<file path="config.mk">
export PLATFORM = sky130hd
export DESIGN_NAME = program_loader
export DESIGN_NICKNAME = d
export VERILOG_FILES = /design/src/rtl/program_loader.sv
export SDC_FILE = /design/constraint.sdc
export NUM_CORES = 1
export LEC_CHECK = 0
export ABC_AREA = 1
export CAP_MARGIN = 0
export CORE_MARGIN = 2
export CORE_UTILIZATION = 46
export DETAILED_ROUTE_END_ITERATION = 8
export GPL_TIMING_DRIVEN = 0
export PLACE_DENSITY = 0.72
export SYNTH_ARGS = -nofsm -noshare
export SYNTH_HDL_FRONTEND = slang
export SYNTH_SLANG_ARGS = --single-unit
</file>
<file path="constraint.sdc">
create_clock -name clk_i -period 2.9 [get_ports clk_i]
set_input_delay 0.29 -clock clk_i [delete_from_list [all_inputs] [get_ports clk_i]]
set_output_delay 0.29 -clock clk_i [all_outputs]
set_load 0.1 [all_outputs]
</file>
<file path="src/rtl/program_loader.sv">
// Byte-stream loader for the CPU program memory: 16-bit length header, then one command word
// per BYTES_PER_WORD bytes. Optional trailing XOR checksum via PROGRAM_LOADER_CHECKSUM_EN.
module program_loader #(
  parameter int unsigned COMMAND_SIZE   = 33,
  parameter int unsigned ADDR_WIDTH     = 10,
  parameter int unsigned BYTES_PER_WORD = 5
) (
  input  logic                    clk_i,
  input  logic                    rst_i,
  input  logic                    start_i,
  input  logic                    in_valid_i,
  input  logic [7:0]              in_data_i,
  output logic                    in_ready_o,
  output logic                    prog_we_o,
  output logic [ADDR_WIDTH-1:0]   prog_addr_o,
  output logic [COMMAND_SIZE-1:0] prog_wdata_o,
  output logic [ADDR_WIDTH:0]     words_loaded_o,
  output logic                    cpu_hold_o,
  output logic                    done_o,
  output logic                    err_o
);

  localparam int unsigned CntW   = $clog2(BYTES_PER_WORD + 1);
  localparam int unsigned LenMax = 1 << ADDR_WIDTH;

  typedef enum logic [2:0] {
    StIdle, StLenHi, StLenLo, StPayload, StWrite, StDone, StErr
`ifdef PROGRAM_LOADER_CHECKSUM_EN
    , StChk
`endif
  } state_e;

  state_e                  state_q, state_d;
  logic [15:0]             len_q, len_d;
  logic [COMMAND_SIZE-1:0] asm_q, asm_d;
  logic [CntW-1:0]         cnt_q, cnt_d;
  logic [ADDR_WIDTH:0]     words_q, words_d;
  logic [15:0]             len_new;
  logic                    xfer;
`ifdef PROGRAM_LOADER_CHECKSUM_EN
  logic [7:0]              chk_q, chk_d;
  localparam state_e       StLast = StChk;
`else
  localparam state_e       StLast = StDone;
`endif

  assign xfer    = in_valid_i && in_ready_o;
  assign len_new = {len_q[15:8], in_data_i};

  always_comb begin
    state_d    = state_q;
    len_d      = len_q;
    asm_d      = asm_q;
    cnt_d      = cnt_q;
    words_d    = words_q;
    in_ready_o = 1'b0;
`ifdef PROGRAM_LOADER_CHECKSUM_EN
    chk_d      = chk_q;
`endif
    case (state_q)
      StIdle, StDone, StErr: begin
        if (start_i) begin
          state_d = StLenHi;
          words_d = '0;
          cnt_d   = '0;
`ifdef PROGRAM_LOADER_CHECKSUM_EN
          chk_d   = '0;
`endif
        end
      end
      StLenHi: begin
        in_ready_o = 1'b1;
        if (xfer) begin
          len_d[15:8] = in_data_i;
          state_d     = StLenLo;
        end
      end
      StLenLo: begin
        in_ready_o = 1'b1;
        if (xfer) begin
          len_d[7:0] = in_data_i;
          if (len_new == 16'd0)             state_d = StLast;
          else if (32'(len_new) > LenMax)   state_d = StErr;
          else                              state_d = StPayload;
        end
      end
      StPayload: begin
        in_ready_o = 1'b1;
        if (xfer) begin
          // Shifting into a COMMAND_SIZE-wide register drops the unused top bits of byte 0.
          asm_d = {asm_q[COMMAND_SIZE-9:0], in_data_i};
          cnt_d = cnt_q + 1'b1;
`ifdef PROGRAM_LOADER_CHECKSUM_EN
          chk_d = chk_q ^ in_data_i;
`endif
          if (cnt_q == CntW'(BYTES_PER_WORD - 1)) state_d = StWrite;
        end
      end
      StWrite: begin
        words_d = words_q + 1'b1;
        cnt_d   = '0;
        if (32'(words_q) + 32'd1 == 32'(len_q)) state_d = StLast;
        else                                    state_d = StPayload;
      end
`ifdef PROGRAM_LOADER_CHECKSUM_EN
      StChk: begin
        in_ready_o = 1'b1;
        if (xfer) state_d = (in_data_i == chk_q) ? StDone : StErr;
      end
`endif
      default: state_d = StIdle;
    endcase
  end

  always_ff @(posedge clk_i or posedge rst_i) begin
    if (rst_i) begin
      state_q <= StIdle;
      len_q   <= '0;
      asm_q   <= '0;
      cnt_q   <= '0;
      words_q <= '0;
`ifdef PROGRAM_LOADER_CHECKSUM_EN
      chk_q   <= '0;
`endif
    end else begin
      state_q <= state_d;
      len_q   <= len_d;
      asm_q   <= asm_d;
      cnt_q   <= cnt_d;
      words_q <= words_d;
`ifdef PROGRAM_LOADER_CHECKSUM_EN
      chk_q   <= chk_d;
`endif
    end
  end

  assign prog_we_o      = (state_q == StWrite);
  assign prog_addr_o    = words_q[ADDR_WIDTH-1:0];
  assign prog_wdata_o   = asm_q;
  assign words_loaded_o = words_q;
  assign cpu_hold_o     = (state_q != StDone);
  assign done_o         = (state_q == StDone);
  assign err_o          = (state_q == StErr);

endmodule

</file>
==> impl_metrics.json <==
{
  "synth_nets": 439,
  "synth_ff_type": "dfrtp_1",
  "worstMarginPinSlew_ns": 0.996,
  "dr_total_vias": 3006,
  "yosys.area.top_type_share_pct": 50.2,
  "dp_hpwl_um": 5880,
  "regToRegStartpoint": "words_loaded_o[0]$_DFFE_PP0P_",
  "num_rows": 30,
  "syn_to_final_growth_pct": 31.4,
  "layout_commonest_cell": "nand2_1",
  "drv_slew": 0,
  "cpMaxStageDelayCell": "clkdlybuf4s50_1",
  "clk_pin_slew_ns": 0.08,
  "ios": 71,
  "fin_worst_skew_ns": 0.00854,
  "coreArea_um2": 6870,
  "cts.sinks": 66,
  "fin_util_pct": 62.9,
  "critPathKind": "reg -> out",
  "end_kind": "output pin",
  "layout-drive-gt1-share_pct": 8.41,
  "avgSynthCellArea_um2": 7.76,
  "firstDrtPassIters": 4,
  "final_cells": 607,
  "fin_crit_sh_pct": 86.6,
  "grt_max_degree": 44,
  "grt-ovfl-total": 0,
  "async_flop_share_pct": 100,
  "crit_fanout": 5,
  "worst_ep_arrival_time_ns": 2.22,
  "cp-start-kind": "flip-flop",
  "viasPerCell": 4.95,
  "clk-insertion-delay-late_ns": 0.35,
  "cts_buffer_depth": 2,
  "clockRootBuffer": "clkbuf_8",
  "ant_nets": 0,
  "die_y_um": 88.5,
  "fmax_mhz": 398,
  "n_antenna_cell": 0,
  "rrSetupSlack_ns": 0.80,
  "antenna_found_initial": 0,
  "synth_warnings": 0,
  "gr-usage-all-layers_pct": 22.5,
  "die_area_um2": 7840,
  "post-synth-top-area-cell": "dfrtp_1",
  "die_w_um": 88.5,
  "hold_violations": 0,
  "cts_tree": "done",
  "grt_pass1_vias": 2908,
  "slowest_delay_ns": 1.14,
  "grt_setup_unrepaired": "no",
  "drtIter0Drc": 150,
  "syn_inst": 424,
  "wl_per_cell_um": 13.3,
  "cts_buffers": 9,
  "critPathBufInv": 3,
  "synth_area_um2": 3290,
  "ys_seq_elements": 66,
  "hold_class": "in -> async",
  "seq_area_frac_synth_pct": 50.2,
  "path_cells": "inv_1 -> nor2_1 -> inv_1 -> nor2_1 -> clkdlybuf4s50_1",
  "htreeDepth": 3,
  "nNetsFinal": 521,
  "grt_pass1_wl_um": 13400,
  "dp.cells": 591,
  "crit_family": "buffers and inverters",
  "gp_congestion": 0.863,
  "pre_cts_ws_ns": 0.413,
  "final_cell_mix": "137 x nand2_1, 69 x clkdlybuf4s50_1, 66 x dfrtp_1, 51 x o21ai_0, 48 x inv_1",
  "min_period_ns": 2.51,
  "drv_cap": 0,
  "wl_um": 8050,
  "route.detailed.drc": 0,
  "ys_types": 25,
  "status": "finished, final reports clean",
  "io_buffers": 70,
  "fin_ws_ns": 0.389,
  "cts_hold_buffers": 0,
  "setup_viol": 0,
  "synth.top_cells.by_area": "dfrtp_1 50%, nand2_1 16%, o21ai_0 7.8%",
  "slew-limit-headroom_pct": 33.4,
  "post_cts_buffers": 0,
  "cp.required_ns": 2.61,
  "synth-edff-count": 0,
  "critPathLaunch": "state_q[1]$_DFFE_PP0P_",
  "initial_core_util_pct": 47.9
}
## repair_timing
item,in CTS,in global routing
hold endpoints to repair,0,0
setup endpoints to repair,0,1
gates resized for setup,0,1
## kinds of logic after synthesis
group | Yosys count | share of synthesized area [%]
and+or+nand+nor | 214 | 28.2
adders and majority gates | 3 | 1.14
muxes | 1 | 0.304
buffers and inverters | 73 | 9.51
DFF | 66 | 50.2
xor gates and xnor gates | 3 | 0.799
AOI/OAI and AO/OA | 64 | 9.86
## metal layers
layer	global-route usage (%)	part of all wire [%]	up-vias
met1	29.7	45	1420
met5	0	0	-
li1	-	-	1489
met3	4.76	5.6	10
met4	8.26	1.4	0
met2	36.6	48	87
## flip-flops by register name, summed over array words and instances, names as in the netlist
register	flops
cnt_q	3
words_loaded_o	11
prog_wdata_o	33
len_q	16
state_q	3
## stage by stage
stage / cell area [µm²] / TNS [ns] / hold WS [ns]
2_1_floorplan: 3290 / 0 / 0.453
3_3_place_gp: 4110 / -13.01 / 0.461
3_5_place_dp: 4130 / 0 / 0.466
4_1_cts: 4320 / 0 / 0.314
5_1_grt: 4320 / 0 / 0.347
6_report: 4320 / 0 / 0.291
## cells in the mapped netlist, types with 2 or more instances
cell      number
dfrtp_1       66
nand3b_1       4
o21ai_1        4
xor2_1         3
nor2_4         5
inv_2          5
inv_1         49
nor2_1        29
nand2_1      137
nand3_1       29
a21oi_1        6
clkbuf_1       7
nor2_2         2
nand4_1        4
buf_4         10
o21ai_0       51
o22ai_1        3
ha_1           3
## path summary, 6_finish.rpt
check / end / depth (start not counted)
worst max-delay path: err_o / 5
worst min-delay path: prog_wdata_o[32]$_DFFE_PP0P_ / 2
worst max register to register: state_q[1]$_DFFE_PP0P_ / 14
worst min register to register: prog_wdata_o[31]$_DFFE_PP0P_ / 2
max in group asynchronous: cnt_q[1]$_DFFE_PP0P_ / 3
min in group clk_i: prog_wdata_o[31]$_DFFE_PP0P_ / 2
## final cells by class
| type | count | area (µm²) |
|---|---|---|
| Sequential cell | 66 | 1650 |
| Clock buffer | 11 | 131 |
| Timing Repair Buffer | 71 | 723 |
| Inverter | 55 | 206 |
| Tap cell | 96 | 120 |
| Multi-Input combinational cell | 285 | 1330 |
| Fill cell | 621 | 2550 |
| Buffer | 18 | 106 |
| Clock inverter | 5 | 55.1 |
Power is not shown: default switching activity piles up to over one toggle a cycle in this logic, so the estimate is an artifact.
